**config.mk**
```make
export PLATFORM = sky130hd
export DESIGN_NAME = exe_stage_flat
export DESIGN_NICKNAME = d
export VERILOG_FILES = /design/src/rtl/exe_stage_pkg.sv /design/src/rtl/exe_stage_if.sv /design/src/rtl/exe_mul_iter.sv /design/src/rtl/exe_stage.sv /design/src/flat_wrapper.sv
export SDC_FILE = /design/constraint.sdc
export NUM_CORES = 1
export LEC_CHECK = 0
export BUFFER_PORTS_ARGS = -buffer_cell sky130_fd_sc_hd__buf_2
export CORE_MARGIN = 2
export CORE_UTILIZATION = 40
export CTS_CLUSTER_DIAMETER = 100
export DETAILED_ROUTE_END_ITERATION = 7
export MAX_ROUTING_LAYER = met4
export PLACE_DENSITY = 0.68
export SYNTH_ARGS = -nofsm -noshare
export SYNTH_HDL_FRONTEND = slang
export SYNTH_HIERARCHICAL = 1
export SYNTH_SLANG_ARGS = --single-unit
```
**constraint.sdc**
```tcl
create_clock -name clk -period 3.39 [get_ports clk]
set_input_delay 0.1695 -clock clk [delete_from_list [all_inputs] [get_ports clk]]
set_output_delay 0.1695 -clock clk [all_outputs]
set_load 0.03 [all_outputs]
```
**src/rtl/exe_stage_pkg.sv**
```systemverilog
// Shared widths and opcode encoding for the execute stage.
//   DSIZE : datapath width
//   ASIZE : register-file address width
//   OPW   : opcode width
package exe_stage_pkg;

    localparam int unsigned DSIZE = 16;
    localparam int unsigned ASIZE = 5;
    localparam int unsigned OPW   = 3;

    // Shift-amount width for SLL and iteration-counter width for MUL
    localparam int unsigned SHW  = $clog2(DSIZE);
    localparam int unsigned CNTW = $clog2(DSIZE);

    typedef enum logic [OPW-1:0] {
        OP_ADD  = 3'b000,
        OP_SUB  = 3'b001,
        OP_AND  = 3'b010,
        OP_OR   = 3'b011,
        OP_XOR  = 3'b100,
        OP_SLL  = 3'b101,
        OP_ADDI = 3'b110,
        OP_MUL  = 3'b111
    } opcode_e;

endpackage

```
**src/rtl/exe_stage_if.sv**
```systemverilog
// ID/EXE -> EXE -> WB signal bundle.
//   master : upstream/writeback side (drives the instruction, sees the result)
//   slave  : exe_stage (consumes the instruction, drives stall and the result)
interface exe_stage_if;
    import exe_stage_pkg::*;

    logic             in_valid;
    logic [DSIZE-1:0] rdata1_in;
    logic [DSIZE-1:0] rdata2_in;
    logic [DSIZE-1:0] imm_in;
    logic [OPW-1:0]   opcode_in;
    logic [ASIZE-1:0] waddr_in;

    logic             stall;
    logic             wb_valid;
    logic             wen;
    logic [DSIZE-1:0] wdata;
    logic [ASIZE-1:0] waddr_out;

    modport master (
        output in_valid, rdata1_in, rdata2_in, imm_in, opcode_in, waddr_in,
        input  stall, wb_valid, wen, wdata, waddr_out
    );

    modport slave (
        input  in_valid, rdata1_in, rdata2_in, imm_in, opcode_in, waddr_in,
        output stall, wb_valid, wen, wdata, waddr_out
    );

endinterface

```
**src/rtl/exe_mul_iter.sv**
```systemverilog
// Iterative shift-add multiplier, one partial product per cycle, DSIZE cycles.
//   clk, rst_n : clock, async active-low reset
//   start      : load operands (only sampled while not busy)
//   a, b       : multiplicand, multiplier
//   busy       : iteration in progress
//   done_c     : final iteration happens on this edge
//   product_c  : accumulator value after the final iteration (valid with done_c)
module exe_mul_iter
    import exe_stage_pkg::*;
(
    input  logic             clk,
    input  logic             rst_n,
    input  logic             start,
    input  logic [DSIZE-1:0] a,
    input  logic [DSIZE-1:0] b,
    output logic             busy,
    output logic             done_c,
    output logic [DSIZE-1:0] product_c
);

    logic [DSIZE-1:0] mcand;
    logic [DSIZE-1:0] mplier;
    logic [DSIZE-1:0] acc;
    logic [CNTW-1:0]  cnt;
    logic [DSIZE-1:0] acc_next_c;

    // Partial-product add for the current multiplier bit
    assign acc_next_c = acc + (mplier[0] ? mcand : '0);
    assign done_c     = busy && (cnt == '0);
    assign product_c  = acc_next_c;

    // Operand load and per-cycle shift-add iteration
    always_ff @(posedge clk or negedge rst_n) begin
        if (!rst_n) begin
            busy   <= 1'b0;
            mcand  <= '0;
            mplier <= '0;
            acc    <= '0;
            cnt    <= '0;
        end else if (busy) begin
            acc    <= acc_next_c;
            mcand  <= mcand << 1;
            mplier <= mplier >> 1;
            if (cnt == '0) begin
                busy <= 1'b0;
            end else begin
                cnt <= cnt - CNTW'(1);
            end
        end else if (start) begin
            busy   <= 1'b1;
            mcand  <= a;
            mplier <= b;
            acc    <= '0;
            cnt    <= CNTW'(DSIZE - 1);
        end
    end

endmodule

```
**src/rtl/exe_stage.sv**
```systemverilog
// Execute stage: single-cycle ALU plus iterative MUL, registered EXE/WB outputs.
//   clk, rst_n : clock, async active-low reset
//   bus        : exe_stage_if.slave -- instruction in, stall/result out
module exe_stage
    import exe_stage_pkg::*;
(
    input  logic        clk,
    input  logic        rst_n,
    exe_stage_if.slave  bus
);

    typedef enum logic [0:0] {
        IDLE = 1'b0,
        BUSY = 1'b1
    } state_e;

    state_e           state_q, state_d;
    logic             stall_q, stall_d;
    logic             wb_valid_q, wb_valid_d;
    logic [DSIZE-1:0] wdata_q, wdata_d;
    logic [ASIZE-1:0] waddr_q, waddr_d;
    logic [ASIZE-1:0] mul_waddr_q, mul_waddr_d;

    logic             mul_start_c;
    logic             mul_busy;
    logic             mul_done_c;
    logic [DSIZE-1:0] mul_product_c;
    logic [DSIZE-1:0] alu_c;

    exe_mul_iter u_mul (
        .clk       (clk),
        .rst_n     (rst_n),
        .start     (mul_start_c),
        .a         (bus.rdata1_in),
        .b         (bus.rdata2_in),
        .busy      (mul_busy),
        .done_c    (mul_done_c),
        .product_c (mul_product_c)
    );

    // Single-cycle ALU; MUL goes through the iterative unit instead
    always_comb begin
        alu_c = '0;
        case (bus.opcode_in)
            OP_ADD:  alu_c = bus.rdata1_in + bus.rdata2_in;
            OP_SUB:  alu_c = bus.rdata1_in - bus.rdata2_in;
            OP_AND:  alu_c = bus.rdata1_in & bus.rdata2_in;
            OP_OR:   alu_c = bus.rdata1_in | bus.rdata2_in;
            OP_XOR:  alu_c = bus.rdata1_in ^ bus.rdata2_in;
            OP_SLL:  alu_c = bus.rdata1_in << bus.rdata2_in[SHW-1:0];
            OP_ADDI: alu_c = bus.rdata1_in + bus.imm_in;
            default: alu_c = '0;
        endcase
    end

    // Next-state and next-output logic
    always_comb begin
        state_d     = state_q;
        mul_start_c = 1'b0;
        wb_valid_d  = 1'b0;
        wdata_d     = wdata_q;
        waddr_d     = waddr_q;
        mul_waddr_d = mul_waddr_q;

        case (state_q)
            IDLE: begin
                if (bus.in_valid) begin
                    if (bus.opcode_in == OP_MUL) begin
                        mul_start_c = 1'b1;
                        mul_waddr_d = bus.waddr_in;
                        state_d     = BUSY;
                    end else begin
                        wb_valid_d = 1'b1;
                        wdata_d    = alu_c;
                        waddr_d    = bus.waddr_in;
                    end
                end
            end
            BUSY: begin
                // Inputs are held upstream and ignored until the product retires
                if (mul_done_c) begin
                    wb_valid_d = 1'b1;
                    wdata_d    = mul_product_c;
                    waddr_d    = mul_waddr_q;
                    state_d    = IDLE;
                end else if (!mul_busy) begin
                    state_d = IDLE;
                end
            end
            default: state_d = IDLE;
        endcase

        stall_d = (state_d == BUSY);
    end

    // State and output registers
    always_ff @(posedge clk or negedge rst_n) begin
        if (!rst_n) begin
            state_q     <= IDLE;
            stall_q     <= 1'b0;
            wb_valid_q  <= 1'b0;
            wdata_q     <= '0;
            waddr_q     <= '0;
            mul_waddr_q <= '0;
        end else begin
            state_q     <= state_d;
            stall_q     <= stall_d;
            wb_valid_q  <= wb_valid_d;
            wdata_q     <= wdata_d;
            waddr_q     <= waddr_d;
            mul_waddr_q <= mul_waddr_d;
        end
    end

    assign bus.stall     = stall_q;
    assign bus.wb_valid  = wb_valid_q;
    assign bus.wen       = wb_valid_q;
    assign bus.wdata     = wdata_q;
    assign bus.waddr_out = waddr_q;

endmodule

```
**src/flat_wrapper.sv**
```systemverilog
// flat-port wrapper written by rule: the top's interface ports become plain ports
module exe_stage_flat import exe_stage_pkg::*;
  (clk, rst_n, bus_in_valid, bus_rdata1_in, bus_rdata2_in, bus_imm_in, bus_opcode_in, bus_waddr_in, bus_stall, bus_wb_valid, bus_wen, bus_wdata, bus_waddr_out);
  exe_stage_if bus_i ();
  input  logic clk;
  input  logic rst_n;
  input wire logic [$bits(bus_i.in_valid)-1:0] bus_in_valid;
  input wire logic [$bits(bus_i.rdata1_in)-1:0] bus_rdata1_in;
  input wire logic [$bits(bus_i.rdata2_in)-1:0] bus_rdata2_in;
  input wire logic [$bits(bus_i.imm_in)-1:0] bus_imm_in;
  input wire logic [$bits(bus_i.opcode_in)-1:0] bus_opcode_in;
  input wire logic [$bits(bus_i.waddr_in)-1:0] bus_waddr_in;
  output wire logic [$bits(bus_i.stall)-1:0] bus_stall;
  output wire logic [$bits(bus_i.wb_valid)-1:0] bus_wb_valid;
  output wire logic [$bits(bus_i.wen)-1:0] bus_wen;
  output wire logic [$bits(bus_i.wdata)-1:0] bus_wdata;
  output wire logic [$bits(bus_i.waddr_out)-1:0] bus_waddr_out;
  assign bus_i.in_valid = bus_in_valid;
  assign bus_i.rdata1_in = bus_rdata1_in;
  assign bus_i.rdata2_in = bus_rdata2_in;
  assign bus_i.imm_in = bus_imm_in;
  assign bus_i.opcode_in = bus_opcode_in;
  assign bus_i.waddr_in = bus_waddr_in;
  assign bus_stall = bus_i.stall;
  assign bus_wb_valid = bus_i.wb_valid;
  assign bus_wen = bus_i.wen;
  assign bus_wdata = bus_i.wdata;
  assign bus_waddr_out = bus_i.waddr_out;
  exe_stage u_core (.clk(clk), .rst_n(rst_n), .bus(bus_i));
endmodule
```
Yosys cells after proc, flatten, opt, wreduce, memory -nomap -nowiden
Index checks and enable logic that the tools add are counted.

Bitwise logic cells: 4. Reduce and logical (&&, ||, !) cells: 7. Add/sub/neg operators: 5. Equality and inequality tests: 11. Muxes and demuxes: 32. Shifts and indexed selects: 1.

Operators with widths (count): 2-to-1 mux 16 bit (10); one-hot mux 16 bit (7 select lines) (1); adder 16 bit (3); one-hot mux 16 bit (2 select lines) (1); AND 16 bit (1); OR 16 bit (1); left shift 16 x 4 -> 16 bit (1); subtractor 16 bit (1); bitwise XOR 16 bit (1); 2-to-1 mux 5 bit (3); == test 3 bit (second input constant) (4); 2-to-1 mux 4 bit (3); 2-to-1 mux 1 bit (11); one-hot mux 5 bit (2 select lines) (1); inequality test 2 bit (second input constant) (4); == test 3 x 2 -> 1 bit (second input constant) (2); AND reduction 3 bit (2); logical NOT 4 bit (1); one-hot mux 1 bit (2 select lines) (2); subtractor 4 x 1 -> 4 bit (second input constant) (1); == test 3 x 1 -> 1 bit (second input constant) (1); logical NOT 3 bit (1); AND reduction 2 bit (1); nonzero test 2 bit (1); 2 further kinds (2).

Bits of input ports: 59. Output and inout port bits: 24. Register bits: 81. Logic and storage cells: 70.

Depth between registers and ports, before layout
Depth after elaboration: 6. Gate-level depth with buffers: 18. Gate-level depth less buffers: 16.

Cells and area by module
The synthesis kept the hierarchy.

By module, submodules not included: exe_stage (area each 4072.7 sq um, instances 1, seq. area each 700.7 sq um, cells each 553); exe_mul_iter (area each 3062.9 sq um, instances 1, seq. area each 1326.3 sq um, cells each 311).

Worst setup path before layout
No wires, ideal clock.

Path kind: in2reg. Start point: input bus_rdata2_in[0]. End point: register u_core.wdata_q[15] (netlist: u_core/bus.wdata[15]). Arrival time: 3.147 ns. Stages on the path: 17. Data required time: 3.308 ns. Library setup time: 0.082 ns. Path slack: 0.161 ns. Buffers on the path: 2. Cell sequence: buf_2 -> buf_2 -> inv_1 -> ha_1 -> nand3_1 -> nor3_1 -> and3_1 -> nand3_1 -> a21oi_1 -> a311oi_1 -> ha_1 -> a21oi_1 -> o2111ai_1 -> o2111ai_1 -> a211oi_1 -> nand3b_1 -> a31oi_1.

Word-level cells in the longest chain between the ends: 5. Elaborated cells on any way between the ends: 7. Classes of those cells: 2 x add/sub; 1 x shift; 4 x mux.

RTL lines: start: declaration (line flat_wrapper.sv:9) `input wire logic [$bits(bus_i.rdata2_in)-1:0] bus_rdata2_in;`; subtractor 16 bit (tied with other cells) (line exe_stage.sv:46) `OP_SUB: alu_c = bus.rdata1_in - bus.rdata2_in;`; one-hot mux 16 bit (7 select lines) (*) (line exe_stage.sv:44) `case (bus.opcode_in)`; 2-to-1 mux 16 bit (*) (line exe_stage.sv:68) `if (bus.opcode_in == OP_MUL) begin`; 2-to-1 mux 16 bit (*) (line exe_stage.sv:67) `if (bus.in_valid) begin`; one-hot mux 16 bit (2 select lines) (*) (line exe_stage.sv:65) `case (state_q)`; end signal: assignment (line exe_stage.sv:109) `wdata_q <= wdata_d;`; end: declaration (line exe_stage.sv:20) `logic [DSIZE-1:0] wdata_q, wdata_d;`.

Every way passes the cells marked *; elsewhere a longest branch is shown, timed or not. The select of a mux whose other input is x is not followed. A chain may end at the register's enable or synchronous reset.

Worst setup path in the final report
Start point: register u_core.u_mul.mplier[0]. End point: register u_core.wdata_q[12] (netlist: u_core/bus.wdata[12]).

Word-level cells in the longest chain between the ends: 4.

RTL lines: start: declaration (line exe_mul_iter.sv:22) `logic [DSIZE-1:0] mplier;`; start signal: assignment (line exe_mul_iter.sv:43) `mplier <= mplier >> 1;`; 2-to-1 mux 16 bit (line exe_mul_iter.sv:28) `assign acc_next_c = acc + (mplier[0] ? mcand : '0);`; adder 16 bit (line exe_mul_iter.sv:28); via u_core.mul_product_c[12] (line exe_stage.sv:27) `logic [DSIZE-1:0] mul_product_c;`; 2-to-1 mux 16 bit (line exe_stage.sv:81) `if (mul_done_c) begin`; one-hot mux 16 bit (2 select lines) (line exe_stage.sv:65).

The timed path passes the listed nets, and every way through them passes these cells. The select of a mux whose other input is x is not followed.

==> impl_metrics.yaml <==
routing:
  firstDrtPassIters: 5
  detail_route.iter0.violations: 630
  totalWireLength_um: 22100
  detail_route.wl_per_cell_um: 18.7
  route.vias.total: 6917
  vias_per_cell: 5.84
  drc: 0
  final_antenna_net_count: 0
yosys:
  synth.top_cells.by_area: "dfrtp_1 28%, ha_1 12%, mux2i_1 7.2%"
  synthDominantCellAreaShare: 0.284
  synth_cell_type_count: 68
  netlist_area_mm2: 0.00714
  number_of_enable_type_register_cells_in_the_synthesized_netlist: 0
  yosys-top-cells-count: "90 x nand2_1, 81 x dfrtp_1, 76 x a21oi_1"
  seq_area_frac_synth: 0.284
  top_cell_type_by_total_area_after_synthesis: "dfrtp_1"
  count_of_synthesis_stage_warnings_from_yosys: 6
  syn-mean-instance-area_um2: 8.26
  yosys_most_used_dff: "dfrtp_1"
  synth.net_count: 993
  synth_seq_cells: 81
  postSynthCellCount: 864
  synth_async_sr_flop_share: 1.00
  synthMostInstantiatedCell: "nand2_1"
worst_setup_path:
  critical_path_peak_fanout: 6
  path_class: "register to register"
  critical_path.endpoint_type: "register"
  worstPathRequired_ps: 3610
  worstPathArrival_ps: 3480
  critical_path.startpoint_type: "register"
clocking:
  cts.htree.levels: 3
  cts.clk_slew.worst_paths_ps: 70
  clock-sinks: 81
  cts_setup_buffers: 0
  cts_inserted_buffers: 9
  worst_skew_pair.late_latency_ps: 350
  cts_hold_buffers: 0
  tritoncts_clock_tree: "done"
  postCtsResizedCells: 0
  clock_path_buffers: 2
  clk_root_buffer_cell: "clkbuf_16"
cells_and_area:
  num-nets-final: 1082
  filler_cell_count: 1699
  instances_no_fill: 1184
  multi_input_comb_area_mm2: 0.00475
  post_route_cells_drive_above_1_share: 0.180
  final_core_util: 0.477
  area.growth.synth_to_final_pct: 15.9
  area.sequential_mm2: 0.00203
  design_area_mm2: 0.00827
floorplanning:
  top_level_ports: 83
  die_height_um: 138
  floorplan.initialDensity: 0.411
  floorplan.die_area_mm2: 0.0189
  chipWidth_um: 138
  num_rows: 48
  fp.coreArea_mm2: 0.0174
worst_hold_path:
  holdCritPathClass: "input port to asynchronous set/reset pin"
timing:
  totalNegativeSetupSlack_ps: 0
  setup_slack_ps: 126
  final_period_minus_worst_setup_slack_ps: 3260
  unrepaired_setup_endpoints_after_global_routing: "no"
  worst_margin_pin_slew_ps: 1330
  clock-skew-final_ps: 11.9
  final-max-slew-violation-count: 0
  post-route-period-util: 0.963
  timing_hold_violations_final: 0
  finalSetupViolations: 0
  maxClockFrequency_mhz: 306
  timing.max_slew.rel_slack: 0.113
pwr:
  power.leakage_nw: 3.84
  peakVddDrop_uv: 369
  areal_power_density_over_the_cells_mw_per_mm2: 558
status:
  outcome: "completed"
placed_design:
  finalWeightedCongestion: 1.00
  dpl_cell_area_mm2: 0.00797
  post-place-ws_ps: 146
  dpl.hpwl_um: 16800
  io_buf_count: 82
  numPlacedInstances: 1167
grt:
  grt_max_degree: 86
  number_of_global_route_vias_before_repair: 6373
  grt_first_pass_wirelength_um: 34500
  antenna_found_initial: 1
  grt_use_total: 0.246
  grt-ovfl-total: 0
job:
  cap_violations: 0
final cells by class:
class / count / area share
Multi-Input combinational cell: 687 / 0.574
Sequential cell: 81 / 0.245
Timing Repair Buffer: 124 / 0.0880
Tap cell: 225 / 0.0340
Clock buffer: 10 / 0.0289
Inverter: 50 / 0.0227
Clock inverter: 6 / 0.00711
Antenna cell: 1 / 0.000302
worst max-delay path, stage by stage (launching register included):
cell	delay, ps
dfrtp_1	460
and2_1	180
ha_1	220
fa_1	430
a21oi_2	160
nor2_1	60
or3_4	400
a41o_4	320
xor2_2	160
and3_1	200
a21oi_1	110
o311ai_0	140
a221oi_1	230
a21oi_1	70
state kept, by name (all words and copies together), names as in the netlist:
| register | flops |
|---|---|
| u_core/bus.waddr_out | 5 |
| u_core/bus.wdata | 16 |
| u_core/u_mul/mplier | 16 |
| u_core/mul_waddr_q | 5 |
| u_core/bus.stall | 1 |
| u_core/bus.wb_valid | 1 |
| u_core/u_mul/mcand | 16 |
| u_core/u_mul/busy | 1 |
| u_core/u_mul/acc | 16 |
| u_core/u_mul/cnt | 4 |
cells in the final DEF (no fill, tap or decap), drive strengths merged, types with 11 or more instances in the layout:
cell type,n
buf,124
dfrtp,81
nand3,31
xnor2,12
nor2,72
o211ai,11
o21ai,74
and2,17
a22o,17
xor2,13
ha,68
mux2i,51
mux2,13
nand2,90
a21oi,78
inv,51
where the power goes:
part / total [W] / switching [W] / internal (W)
Sequential: 0.00156 / 0.000236 / 0.00132
Combinational: 0.00207 / 0.00131 / 0.000761
Clock: 0.000989 / 0.000457 / 0.000532
Total: 0.00462 / 0.00200 / 0.00261
metrics by stage:
| stage | power (W) | hold WS, ps |
|---|---|---|
| final | 0.00462 | 5.57 |
| after CTS | 0.00462 | 57.0 |
| after global routing | 0.00494 | 53.5 |
| after detailed placement | 0.00362 | 424 |
| after global placement | 0.00358 | 421 |
| after floorplan | 0.00297 | -126 |
metal layers:
layer / track usage / up-vias / routed length [µm]
met2: 0.362 / 255 / 9940
met4: 0.0750 / 0 / 577
met1: 0.342 / 3306 / 10000
met3: 0.0453 / 39 / 1580
li1: - / 3317 / -
met5: - / - / 0
worst paths after layout:
path,from,end,slack (ps),cells past startpoint
setup / recovery,u_core/u_mul/mplier[0],u_core/bus.wdata[12],130,13
hold / removal,rst_n,u_core/mul_waddr_q[3],6,1
setup reg to reg,u_core/u_mul/mplier[0],u_core/bus.wdata[12],130,13
hold reg to reg,u_core/bus.waddr_out[2],u_core/bus.waddr_out[2],480,2
max in group asynchronous,rst_n,u_core/u_mul/busy,2660,1
min in group clk,bus_waddr_in[0],u_core/mul_waddr_q[0],60,2
cells by family after synthesis:
kind of cell    after synthesis  share of synthesized area
buf+inv                      96                     0.0530
flops                        81                      0.284
fa+ha+maj                    70                      0.125
xor+xnor                     25                     0.0317
simple gates                263                      0.171
compound gates              263                      0.237
mux                          66                     0.0984
No activity file was read; power rests on OpenSTA's default activity.
